--- config.mk ---
export PLATFORM = sky130hd
export DESIGN_NAME = mem_access
export DESIGN_NICKNAME = d
export VERILOG_FILES = /design/src/rtl/mem_access.sv
export SDC_FILE = /design/constraint.sdc
export NUM_CORES = 1
export LEC_CHECK = 0
export BUFFER_PORTS_ARGS = -buffer_cell sky130_fd_sc_hd__buf_2
export CAP_MARGIN = 10
export CORE_AREA = 2 2 174 176
export CTS_CLUSTER_DIAMETER = 80
export CTS_CLUSTER_SIZE = 8
export DETAILED_ROUTE_END_ITERATION = 16
export DIE_AREA = 0 0 176 178
export HOLD_SLACK_MARGIN = 0.1
export SKIP_LAST_GASP = 1
export SLEW_MARGIN = 20
export SYNTH_ARGS = -nofsm -noshare
export SYNTH_HDL_FRONTEND = slang
export SYNTH_SLANG_ARGS = --single-unit
--- constraint.sdc ---
create_clock -name clk_100MHz -period 2.4 [get_ports clk_100MHz]
set_clock_uncertainty 0.05 [all_clocks]
set_input_delay 0.24 -clock clk_100MHz [delete_from_list [all_inputs] [get_ports clk_100MHz]]
set_output_delay 0.24 -clock clk_100MHz [all_outputs]
set_load 0.01 [all_outputs]
--- src/rtl/mem_access.sv ---
// MEM pipeline stage: drives a req/ack data bus for loads and stores, formats load data,
// builds store byte lanes and holds the pipeline while an access is outstanding.
// Optional macro MEM_MISALIGN_CHK_EN rejects misaligned halfword/word accesses without a bus cycle.
module mem_access #(
   parameter int TIMEOUT = 16,
   parameter int TO_W    = 5
) (
   input  logic        clk_100MHz,
   input  logic        arst_n,
   input  logic        hold_ena_i,
   input  logic [31:0] inst_i,
   input  logic        mem_rena_i,
   input  logic        mem_wena_i,
   input  logic [31:0] mem_addr_i,
   input  logic [31:0] mem_wdata_i,
   input  logic        reg_wena_i,
   input  logic [31:0] reg_wdata_i,
   input  logic [4:0]  reg_waddr_i,
   output logic        bus_req_o,
   output logic        bus_we_o,
   output logic [31:0] bus_addr_o,
   output logic [31:0] bus_wdata_o,
   output logic [3:0]  bus_be_o,
   input  logic        bus_ack_i,
   input  logic [31:0] bus_rdata_i,
   output logic        hold_req_o,
   output logic        bus_err_o,
   output logic        misalign_o,
   output logic [31:0] inst_o,
   output logic        mem_rena_o,
   output logic [31:0] mem_rdata_o,
   output logic [31:0] mem_raddr_o,
   output logic        reg_wena_o,
   output logic [31:0] reg_wdata_o,
   output logic [4:0]  reg_waddr_o,
   output logic        mem_wena_o,
   output logic [31:0] mem_waddr_o,
   output logic [31:0] mem_wdata_o,
   output logic [1:0]  fsm_state
);

   // Bus handshake: bus_req_o rises with a stable payload and stays high, payload unchanged,
   // until the cycle bus_ack_i is sampled high (or the timeout fires); rdata is valid with ack.
   typedef enum logic [1:0] {IDLE = 2'd0, ACCESS = 2'd1, DONE = 2'd2} state_t;

   state_t          state;
   logic [TO_W-1:0] cnt;
   logic [31:0]     ld_data;
   logic [31:0]     addr_q;
   logic [31:0]     wdata_q;
   logic [2:0]      f3_q;
   logic            is_load_q;
   logic            abort_q;

   logic [2:0]  f3;
   logic        start;
   logic        misaligned;
   logic        done;
   logic [3:0]  be_n;
   logic [31:0] wdata_n;
   logic [7:0]  lb;
   logic [15:0] lh;
   logic [31:0] ld_fmt;

   assign f3    = inst_i[14:12];
   assign start = (state == IDLE) && (mem_rena_i || mem_wena_i) && !hold_ena_i;
   assign done  = (state == DONE);

`ifdef MEM_MISALIGN_CHK_EN
   assign misaligned = ((f3[1:0] == 2'b01) && mem_addr_i[0]) ||
                       ((f3 == 3'b010) && (mem_addr_i[1:0] != 2'b00));
`else
   assign misaligned = 1'b0;
`endif

   always_comb begin
      be_n    = 4'b1111;
      wdata_n = mem_wdata_i;
      case (f3[1:0])
         2'b00: begin
            be_n    = 4'b0001 << mem_addr_i[1:0];
            wdata_n = {4{mem_wdata_i[7:0]}};
         end
         2'b01: begin
            be_n    = mem_addr_i[1] ? 4'b1100 : 4'b0011;
            wdata_n = {2{mem_wdata_i[15:0]}};
         end
         default: ;
      endcase
   end

   always_comb begin
      lb = bus_rdata_i[7:0];
      case (addr_q[1:0])
         2'd1:    lb = bus_rdata_i[15:8];
         2'd2:    lb = bus_rdata_i[23:16];
         2'd3:    lb = bus_rdata_i[31:24];
         default: ;
      endcase
      lh = addr_q[1] ? bus_rdata_i[31:16] : bus_rdata_i[15:0];
      case (f3_q)
         3'b000:  ld_fmt = {{24{lb[7]}}, lb};
         3'b001:  ld_fmt = {{16{lh[15]}}, lh};
         3'b100:  ld_fmt = {24'h0, lb};
         3'b101:  ld_fmt = {16'h0, lh};
         default: ld_fmt = bus_rdata_i;
      endcase
   end

   always_ff @(posedge clk_100MHz or negedge arst_n) begin
      if (!arst_n) begin
         state       <= IDLE;
         cnt         <= '0;
         bus_req_o   <= 1'b0;
         bus_we_o    <= 1'b0;
         bus_addr_o  <= '0;
         bus_wdata_o <= '0;
         bus_be_o    <= '0;
         bus_err_o   <= 1'b0;
         misalign_o  <= 1'b0;
         ld_data     <= '0;
         addr_q      <= '0;
         wdata_q     <= '0;
         f3_q        <= '0;
         is_load_q   <= 1'b0;
         abort_q     <= 1'b0;
      end else begin
         bus_err_o  <= 1'b0;
         misalign_o <= 1'b0;
         case (state)
            IDLE: begin
               if (start) begin
                  addr_q    <= mem_addr_i;
                  wdata_q   <= mem_wdata_i;
                  f3_q      <= f3;
                  is_load_q <= !mem_wena_i;
                  cnt       <= '0;
                  if (misaligned) begin
                     misalign_o <= 1'b1;
                     abort_q    <= 1'b1;
                     ld_data    <= '0;
                     state      <= DONE;
                  end else begin
                     abort_q     <= 1'b0;
                     bus_req_o   <= 1'b1;
                     bus_we_o    <= mem_wena_i;
                     bus_addr_o  <= {mem_addr_i[31:2], 2'b00};
                     bus_be_o    <= be_n;
                     bus_wdata_o <= wdata_n;
                     state       <= ACCESS;
                  end
               end
            end
            ACCESS: begin
               // An ack in the final timeout cycle still completes the access.
               if (bus_ack_i) begin
                  bus_req_o <= 1'b0;
                  if (is_load_q) ld_data <= ld_fmt;
                  state <= DONE;
               end else if (cnt == TO_W'(TIMEOUT - 1)) begin
                  bus_req_o <= 1'b0;
                  bus_err_o <= 1'b1;
                  ld_data   <= '0;
                  abort_q   <= 1'b1;
                  state     <= DONE;
               end else begin
                  cnt <= cnt + 1'b1;
               end
            end
            DONE: begin
               if (!hold_ena_i) state <= IDLE;
            end
            default: state <= IDLE;
         endcase
      end
   end

   assign hold_req_o  = start || (state == ACCESS);
   assign fsm_state   = state;
   assign inst_o      = inst_i;
   assign mem_rena_o  = mem_rena_i;
   assign reg_waddr_o = reg_waddr_i;
   assign reg_wena_o  = reg_wena_i && !(done && abort_q);
   assign mem_wena_o  = mem_wena_i && !(done && abort_q);
   assign reg_wdata_o = (done && is_load_q) ? ld_data : reg_wdata_i;
   assign mem_rdata_o = ld_data;
   assign mem_raddr_o = done ? addr_q : mem_addr_i;
   assign mem_waddr_o = done ? addr_q : mem_addr_i;
   assign mem_wdata_o = done ? wdata_q : mem_wdata_i;

endmodule

### After elaboration in Yosys (flattened, before gate mapping)

Index checks and enable logic that the tools add are counted.

* register bits: 177
* input port bits: 172
* output and inout bits: 275
* word-level logic and storage cells: 87

* add/subtract/negate cells: 1
* equality and inequality tests: 17
* shifts and indexed selects: 1
* multiplexer cells: 32
* reduce and logical (&&, ||, !) cells: 22

Operators with widths (count)
* $mux 32: 6
* $pmux 32 s4: 1
* $pmux 32 s2: 1
* $pmux 8 s3: 1
* $mux 16: 1
* $mux 5: 3
* $ne 2x2->1 const B: 5
* $pmux 5 s2: 1
* $mux 1: 9
* $reduce_and 3->1: 3
* $mux 2: 4
* $pmux 4 s2: 1
* $reduce_and 4->1: 2
* $eq 2x1->1 const B: 3
* $eq 2x2->1 const B: 3
* $eq 3x3->1 const B: 2
* $logic_and 1x1->1: 6
* $pmux 2 s3: 1
* $add 5x1->5 const B: 1
* $eq 5x4->1 const B: 1
* $logic_not 2->1: 2
* $mux 4: 1
* $pmux 1 s2: 2
* $reduce_bool 2->1: 2
* other kinds (8): 11

### Depth between registers and ports, before layout

Gate-level depths: netlist (run 1).

* depth after elaboration: 5
* mapped depth: 9
* depth with buffers taken out: 7

### Worst setup path after synthesis (run 1)

No wires, ideal clock.

* kind: register -> register
* start point: register cnt[0]
* end point: register cnt[3]
* setup time: 0.078 ns
* data arrival time: 1.784 ns
* data required time: 2.272 ns
* slack: 0.488 ns
* cell stages (with the launch flop): 8
* buffers on the path: 0
* clock period less this slack: 1.912 ns
* path through: dfrtp_1 ha_1 and3_1 ha_1 nor4b_2 a21oi_2 or3_1 a21oi_1

* cells in the longest elaborated chain, start to end: 4
* elaborated cells between the ends (all ways): 7
* those cells by class: add/sub (1); eq/ne (2); mux (3); reduce/logical (1)

Ends and longest elaborated chain
* start: declaration: line 47 `logic [TO_W-1:0] cnt;`
* start signal: assignment: line 167 `cnt <= cnt + 1'b1;`
* $add 5x1->5: line 167
* $mux 5: line 160 `end else if (cnt == TO_W'(TIMEOUT - 1)) begin`
* $mux 5: line 156 `if (bus_ack_i) begin`
* $pmux 5 s2: line 130 `case (state)`

Parallel ways exist; a longest one is shown, timed or not. The select of a mux whose other input is x is not followed.
A chain may end at the register's enable or synchronous reset.

### Final worst setup path (run 1)

* start point: register state[1] (netlist: fsm_state[1])
* end point: output port reg_wdata_o[2]

* cells in the longest elaborated chain, start to end: 3

Ends and longest elaborated chain
* start: declaration: line 46 `state_t state;`
* start signal: assignment: line 112 `state <= IDLE;`
* start signal: assignment: line 142 `state <= DONE;`
* start signal: assignment: line 150 `state <= ACCESS;`
* $eq 2x2->1: line 67 `assign done = (state == DONE);`
* $logic_and 1x1->1: line 185 `assign reg_wdata_o = (done && is_load_q) ? ld_data : reg_wdata_i;`
* $mux 32: line 185
* end: declaration: line 34 `output logic [31:0] reg_wdata_o,`

No other way between the ends.

==> metrics.cfg, run 1 <==
[sta]
post-route-period-util = 0.972
tightest_slew_ns = 0.636
hold_slack_ns = 0.122
finalCriticalPeriod_ns = 2.33
fmax_mhz = 429
maxSlewViolCount = 0
finalSetupViolations = 0
hold_viol_final = 0
max_slew_margin = 0.576

[clock_tree]
numCtsBuffers = 17
htreeDepth = 4
clk_pin_slew_ns = 0.07
cts_resized = 0
clockBufferDepth = 2
clock-sinks = 139
tritoncts = done
worstSkewPairLatency_ns = 0.42
cts_root_buffer = clkbuf_16

[critical_path]
worstPathArrival_ns = 2.04
crit_buf_inv = 3
cp_slowest_stage_delay_ns = 0.45
cp-start-kind = register
required_ns = 2.11
r2r_start = cnt[0]
crit_chain = nor2b_4 > buf_4 > nand2_1 > buf_12 > mux2_1 > buf_2
crit_family = buffers and inverters
crit_slowest_cell = dfrtp_1
critPathMaxFanout = 32
startpoint = fsm_state[1]
critical_path_class = reg2out
end_kind = primary output

[logic_synthesis]
ys_types = 46
synthCells = 866
synth_area_leaders = dfrtp_1, nand2_1, buf_4, mux2_1, mux2_2
syn_avg_cell_area_um2 = 9.38
synth-edff-count = 0
ys_seq_elements = 139
synth_largest_area_cell = dfrtp_1
synthFlopType = dfrtp_1
synthArstFlopShare = 1.00
yosysWarnings = 0
syn_area_um2 = 8130
synth_top_cell_area_share = 0.428
ys_seq_area_frac = 0.428

[placed_design]
gp_congestion = 0.793
place_hpwl_mm = 20.3
portBuffers = 375

[route]
wl_per_cell_um = 17.4
drt-vias-per-instance = 4.55
vias = 7286
first_iter_violations = 280
ant_nets = 0
drc = 0
dr.pass1.iters = 4
wl_mm = 27.8

[floorplan]
die_area_um2 = 31300
rows = 63
core_area_um2 = 29400
ios = 447
die_h_um = 178
die_x_um = 176
start_util = 0.276

[pwr]
seq_power_share = 0.334
power_density_nw_per_um2 = 1150
peakVddDrop_mv = 0.492
switching_share = 0.403
internal_power_mw = 7.63
clockPowerShare = 0.221
p_leak_nw = 5.67
p_sw_mw = 5.15
p_comb_frac = 0.444

[final_layout]
layout.nets = 1372
mostFrequentLayoutCell = buf_2
diodes = 0
area_delta_synth_final_pct = 36.5
postLayoutCoreUtil = 0.377
final_cell_mix = buf_2, nand2_1, dfrtp_1, dlygate4sd3_1, mux2_1
drive_above_1_share = 0.398

[grt]
grt.total_usage = 0.169
overflow = 0
antenna_found_initial = 0
grt_start_max_net_pins = 63
grt_pass1_wl_mm = 40.4
grt_pass1_vias = 7077

[min_path]
hold_start = bus_rdata_i[2]
hp-class = in2reg

[flow_run]
drv_cap = 0

[run_status]
status = completed

[what timing repair did]
action                                 4_1_cts  5_1_grt
hold buffers                                75        0
endpoints found under the hold margin      129        0
setup buffers                                0        3
setup endpoints to repair                    0       55
[Yosys cell counts, drive strengths merged, types with 19 or more instances]
| master | n |
|---|---|
| mux2i | 32 |
| clkbuf | 19 |
| buf | 142 |
| nand2 | 239 |
| o21ai | 39 |
| a22o | 24 |
| a21oi | 23 |
| dfrtp | 139 |
| nand2b | 23 |
| nor2 | 19 |
| mux2 | 97 |
[final timing paths]
check                                      end  slack, ns  cells past startpoint
worst max register to register          cnt[3]       0.35                      7
min in group asynchronous            addr_q[3]       0.29                      2
max in group asynchronous       mem_rdata_o[2]       1.34                      3
worst max-delay path            reg_wdata_o[2]       0.07                      6
worst min register to register        bus_we_o       0.43                      2
worst min-delay path            mem_rdata_o[2]       0.12                      3
[logic make-up after synthesis]
kind of cell	after synthesis	share of synthesized area
adders and majority gates	2	0.00308
and+or+nand+nor	303	0.157
other	1	0.000461
xor gates and xnor gates	1	0.00108
muxes	130	0.177
buffers and inverters	168	0.135
AOI/OAI and AO/OA	122	0.0990
DFF	139	0.428
[layer usage]
| layer | wire [um] | global-route usage | vias to the layer above |
|---|---|---|---|
| li1 | - | - | 3458 |
| met1 | 11100 | 0.196 | 3482 |
| met2 | 14300 | 0.304 | 293 |
| met3 | 1560 | 0.0377 | 53 |
| met4 | 857 | 0.0647 | 0 |
| met5 | 0 | 0 | - |
[stage by stage]
stage | TNS (ns) | std cells | instance area [um^2] | worst slack (ns) | power, mW
after global routing | -0.000749 | 1600 | 11100 | -0.000702 | 13.7
after floorplan | 0 | 868 | 8130 | 0.488 | 7.98
after global placement | 0 | 1490 | 9680 | 0.392 | 9.76
after CTS | 0 | 1596 | 11000 | 0.0111 | 12.9
final | 0 | 1600 | 11100 | 0.0683 | 12.8
after detailed placement | 0 | 1490 | 9680 | 0.341 | 9.87
[flip-flops by register name (all words and copies together) (netlist names)]
name,flops
addr_q,32
bus_wdata_o,32
mem_rdata_o,32
wdata_q,24
cnt,5
bus_be_o,4
f3_q,3
fsm_state,2
abort_q,1
bus_err_o,1
bus_req_o,1
bus_we_o,1
is_load_q,1
[power groups by stage]
stage / registers, mW / clock network (mW) / logic (mW)
after detailed placement: 4.29 / 0 / 5.58
after global routing: 4.42 / 3.01 / 6.26
final: 4.27 / 2.83 / 5.68
after global placement: 4.27 / 0 / 5.49
after floorplan: 4.29 / 0 / 3.69
after CTS: 4.28 / 2.91 / 5.68
[final cells by class]
cell class	count	area (um^2)
fillers	2943	18300
multi-input cells	561	3580
flip-flops and latches	139	3480
repair buffers	472	2900
well taps	390	488
clock buffers	19	453
clock inverters	12	163
inverters	7	26.3
[worst min-delay path, cell delays in order]
cell and delay (ns):
buf_2 0.09, o221ai_1 0.09, o21ai_1 0.12
Note: power is estimated with default switching activity, not from simulation.
==> run 2: changes to the inputs <==
--- a/config.mk
+++ b/config.mk
@@ -13,6 +13,7 @@
 export DETAILED_ROUTE_END_ITERATION = 16
 export DIE_AREA = 0 0 176 178
 export HOLD_SLACK_MARGIN = 0.1
+export SETUP_SLACK_MARGIN = 0.3
 export SKIP_LAST_GASP = 1
 export SLEW_MARGIN = 20
 export SYNTH_ARGS = -nofsm -noshare
==> run 2 against run 1 <==
Effect of this change:
- critical path depth shrank 1
- worst setup slack improved by 0.18 ns
- via count up 2.8%
- flip-flop and latch count is the same
- cell area is 8.5% higher
- hold slack better by 0.0062 ns
- clock power barely moved
- sequential power hardly changed
- register-to-register slack improved by 0.04 ns
- count of clock-buffer cells in the layout unchanged
- cell count up 0.69%
- combinational power is 20% higher
- critical endpoint is now mem_raddr_o[7]
- largest power group unchanged
==> metrics.cfg, run 2 (same netlist as run 1, synthesis figures left out) <==
[critical_path]
crit_slowest_cell = dfrtp_2
end_kind = primary output
crit_buf_inv = 3
critical_path_class = reg2out
critPathMaxFanout = 8
required_ns = 2.11
cp_slowest_stage_delay_ns = 0.43
crit_chain = nor2b_4 > buf_12 > buf_16 > mux2_4 > buf_2
worstPathArrival_ns = 1.86
cp-start-kind = register
crit_family = buffers and inverters

[grt]
antenna_found_initial = 0
grt_pass1_wl_mm = 42.6
grt_start_max_net_pins = 54
overflow = 0
grt_pass1_vias = 7314
grt.total_usage = 0.180

[sta]
maxSlewViolCount = 0
max_slew_margin = 0.584
post-route-period-util = 0.896
tightest_slew_ns = 0.623
finalSetupViolations = 0
fin_setup_tns_ns = 0
setup_ws_ns = 0.250
fmax_mhz = 465
hold_slack_ns = 0.128
hold_viol_final = 0
rsz0062_at_grt = yes
finalCriticalPeriod_ns = 2.15

[route]
wl_per_cell_um = 18.8
drc = 0
dr.pass1.iters = 4
first_iter_violations = 369
wl_mm = 30.2
ant_nets = 0
drt-vias-per-instance = 4.65
vias = 7491

[placed_design]
gp_congestion = 0.793
place_hpwl_mm = 20.3
portBuffers = 375
detailedPlace.worstSlack_ns = 0.341

[floorplan]
ios = 447
die_area_um2 = 31300
die_x_um = 176
die_h_um = 178
rows = 63
core_area_um2 = 29400
start_util = 0.276

[pwr]
internal_power_mw = 8.44
peakVddDrop_mv = 0.485
p_sw_mw = 5.49
total_power_mw = 13.9
clockPowerShare = 0.201
power_density_nw_per_um2 = 1160
p_comb_frac = 0.490
seq_power_share = 0.309
p_leak_nw = 6.10
switching_share = 0.394

[clock_tree]
cts_root_buffer = clkbuf_16
htreeDepth = 4
numCtsBuffers = 17
tritoncts = done
worstSkewPairLatency_ns = 0.42
clockBufferDepth = 2
clk_pin_slew_ns = 0.06
clock-sinks = 139

[run_status]
status = completed

[final_layout]
diodes = 0
layout.nets = 1383
mostFrequentLayoutCell = buf_2
area_delta_synth_final_pct = 48.1
final_cell_mix = buf_2, nand2_1, dfrtp_1, buf_6, dlygate4sd3_1
postLayoutCoreUtil = 0.409
drive_above_1_share = 0.419

[flow_run]
drv_cap = 0

[min_path]
hp-class = in2reg

==> run 2: changes by cell type in the layout (fill, tap and decap cells not counted), sizes merged <==
| cell | delta |
|---|---|
| buf | +10 |
| clkbuf | +1 |
==> run 2: final timing paths <==
check / slack (ns) / cells past startpoint / start / endpoint
max: 0.25 / 5 / fsm_state[0] / mem_raddr_o[7]
min reg2reg: 0.43 / 2 / wdata_q[24] / wdata_q[24]
max in group asynchronous: 1.34 / 3 / arst_n / fsm_state[1]
min in group asynchronous: 0.30 / 2 / arst_n / addr_q[3]
max reg2reg: 0.39 / 7 / cnt[0] / cnt[3]
min: 0.13 / 3 / bus_rdata_i[2] / mem_rdata_o[2]
==> run 2: timing repair <==
action | in CTS | in global routing
pin swaps | 0 | 2
cloned | 4 | 2
hold buffers | 75 | 0
endpoints found under the hold margin | 129 | 0
buffers inserted | 5 | 4
endpoints found under the setup margin | 129 | 132
resized for setup | 72 | 85
==> run 2: layout make-up <==
type                    instances  area (um^2)
flip-flops and latches        139         3480
well taps                     390          488
multi-input cells             561         3790
inverters                       7         26.3
repair buffers                483         3630
clock inverters                12          163
clock buffers                  19          453
fillers                      2840        17400
==> run 2: per-layer routing <==
metal	GRT usage	part of all wire	vias up
met5	0	0	-
met4	0.0799	0.037	0
met3	0.0413	0.068	62
met2	0.323	0.52	336
met1	0.203	0.38	3607
li1	-	-	3486
==> run 2: stage by stage <==
step	cells	instance area, um^2
final	1611	12000
after global routing	1611	12000
after CTS	1605	11500
after detailed placement	1490	9680
after global placement	1490	9680
after floorplan	868	8130
==> run 2: power by group through the flow <==
stage	Sequential [mW]	Clock, mW	Combinational (mW)
2_1_floorplan	4.29	0	3.69
6_report	4.30	2.81	6.83
3_3_place_gp	4.27	0	5.49
3_5_place_dp	4.29	0	5.58
4_1_cts	4.27	2.91	6.30
5_1_grt	4.42	3.01	7.39
==> run 2: worst register-to-register path, delay by kind of cell (launching register included) <==
kind | cells | cell delay (ns)
compound gates | 2 | 0.24
fa+ha+maj | 2 | 0.40
flops | 1 | 0.41
simple gates | 3 | 0.83
==> run 3: changes to the inputs <==
==> constraint.sdc (replaced) <==
create_clock -name clk_100MHz -period 2.15 [get_ports clk_100MHz]
set_clock_uncertainty 0.05 [all_clocks]
set_input_delay 0.215 -clock clk_100MHz [delete_from_list [all_inputs] [get_ports clk_100MHz]]
set_output_delay 0.215 -clock clk_100MHz [all_outputs]
set_load 0.01 [all_outputs]
==> run 3 against run 2 <==
Effect of this change:
- clock power increased by 5%
- cell count grew 0.87%
- first-iteration DRC count shrank 8.4%
- worst setup slack lost 0.23 ns
- sequential share of layout area decreased by 0.099 points
- hold slack lost 0.00094 ns
- via count grew 1.3%
- critical endpoint is now reg_wdata_o[22]
- largest cell class unchanged
==> metrics.cfg, run 3 (same netlist as run 1, synthesis figures left out) <==
[run_status]
status = completed

[placed_design]
portBuffers = 375
gp_congestion = 0.818
place_inst = 1494
detailedPlace.worstSlack_ns = 0.286
place_hpwl_mm = 21.2

[final_layout]
final_cell_mix = buf_2, nand2_1, dfrtp_1, dlygate4sd3_1, buf_6
mostFrequentLayoutCell = buf_2
drive_above_1_share = 0.438
area_delta_synth_final_pct = 48.6
layout.nets = 1395
final_cells = 1625

[sta]
setup_ws_ns = 0.0189
rsz0062_at_grt = yes
max_slew_margin = 0.590
hold_viol_final = 0
tightest_slew_ns = 0.615
fmax_mhz = 469
maxSlewViolCount = 0
finalSetupViolations = 0
fin_setup_tns_ns = 0
finalCriticalPeriod_ns = 2.13
post-route-period-util = 0.991

[clock_tree]
clockBufferDepth = 2
cts_root_buffer = clkbuf_16
worstSkewPairLatency_ns = 0.42
clock-sinks = 139
tritoncts = done
numCtsBuffers = 17
clk_pin_slew_ns = 0.07
htreeDepth = 4

[critical_path]
end_kind = primary output
cp-start-kind = register
required_ns = 1.88
critical_path_class = reg2out
worstPathArrival_ns = 1.87
critPathMaxFanout = 8

[pwr]
peakVddDrop_mv = 0.494
power_density_nw_per_um2 = 1270
p_leak_nw = 6.18

[floorplan]
rows = 63
die_x_um = 176
core_area_um2 = 29400
die_area_um2 = 31300
die_h_um = 178
ios = 447
start_util = 0.276

[grt]
grt_start_max_net_pins = 93
grt_pass1_wl_mm = 44.3
grt_pass1_vias = 7592
overflow = 0
grt.total_usage = 0.186
antenna_found_initial = 1

[route]
wl_per_cell_um = 19.2
ant_nets = 0
dr.max_layer_used = met4
wl_met2_mm = 16.4
wl_met3_mm = 1.81
drc = 0
vias = 7586
wl_met1_mm = 12.2
first_iter_violations = 338
dr.pass1.iters = 4
wl_mm = 31.3
drt-vias-per-instance = 4.67

[flow_run]
drv_cap = 0

[min_path]
hp-class = in2reg

-- run 3: cell types whose count changed in the layout (fill, tap and decap cells not counted), sizes merged --
cell and change:
diode +1, dlygate4sd3 +7, inv +2, bufinv -2, buf +5, clkinv -1
clkinvlp +2
-- run 3: metrics by stage --
step / utilization / power (mW) / hold WS, ns / cell area [um^2]
2_1_floorplan: - / 8.92 / -0.131 / 8160
3_3_place_gp: 0.332 / 10.9 / 0.192 / 9760
3_5_place_dp: 0.332 / 11.1 / 0.203 / 9760
4_1_cts: 0.398 / 14.9 / 0.104 / 11700
5_1_grt: 0.411 / 16.3 / 0.118 / 12100
6_report: 0.411 / 15.3 / 0.127 / 12100
-- run 3: what timing repair did --
action,CTS,global route
setup endpoints to repair,133,222
buffers inserted,8,1
hold buffers,81,1
cloned,5,2
hold endpoints to repair,143,1
pin swaps,2,5
gates resized for setup,73,61
-- run 3: path summary, 6_finish.rpt --
path / start / to / slack (ns) / cells past startpoint
max: fsm_state[0] / reg_wdata_o[22] / 0.02 / 6
min: bus_rdata_i[5] / mem_rdata_o[5] / 0.13 / 3
max reg2reg: cnt[0] / cnt[3] / 0.33 / 7
min reg2reg: wdata_q[10] / wdata_q[10] / 0.42 / 2
max in group asynchronous: arst_n / mem_rdata_o[11] / 1.08 / 3
min in group asynchronous: arst_n / addr_q[10] / 0.31 / 2
-- run 3: area by class of cell --
| cell class | instances | area (um^2) |
|---|---|---|
| antenna | 1 | 2.50 |
| sequential | 139 | 3480 |
| timing repair buffer | 495 | 3660 |
| fill | 2825 | 17300 |
| multi-input combinational | 561 | 3840 |
| clock buffer | 19 | 443 |
| clock inverter | 13 | 133 |
| tap | 390 | 488 |
| inverter | 7 | 26.3 |
-- run 3: layer usage --
layer / GRT usage / vias up
met3: 0.0435 / 51
met1: 0.208 / 3682
li1: - / 3517
met2: 0.343 / 336
met5: 0 / -
met4: 0.0702 / 0
-- run 3: where the power goes --
| group | switching [mW] | total [mW] | leakage [nW] | internal, mW |
|---|---|---|---|---|
| Clock | 1.29 | 2.94 | 0.269 | 1.65 |
| Combinational | 3.88 | 7.49 | 4.18 | 3.61 |
| Sequential | 1.04 | 4.87 | 1.73 | 3.83 |
-- run 3: critical path, cell delays in order (launching register included) --
cell and delay, ns:
dfrtp_2 0.42, nor2b_4 0.13, buf_12 0.15, nand2_8 0.10, buf_12 0.19, mux2_4 0.31, buf_6 0.12
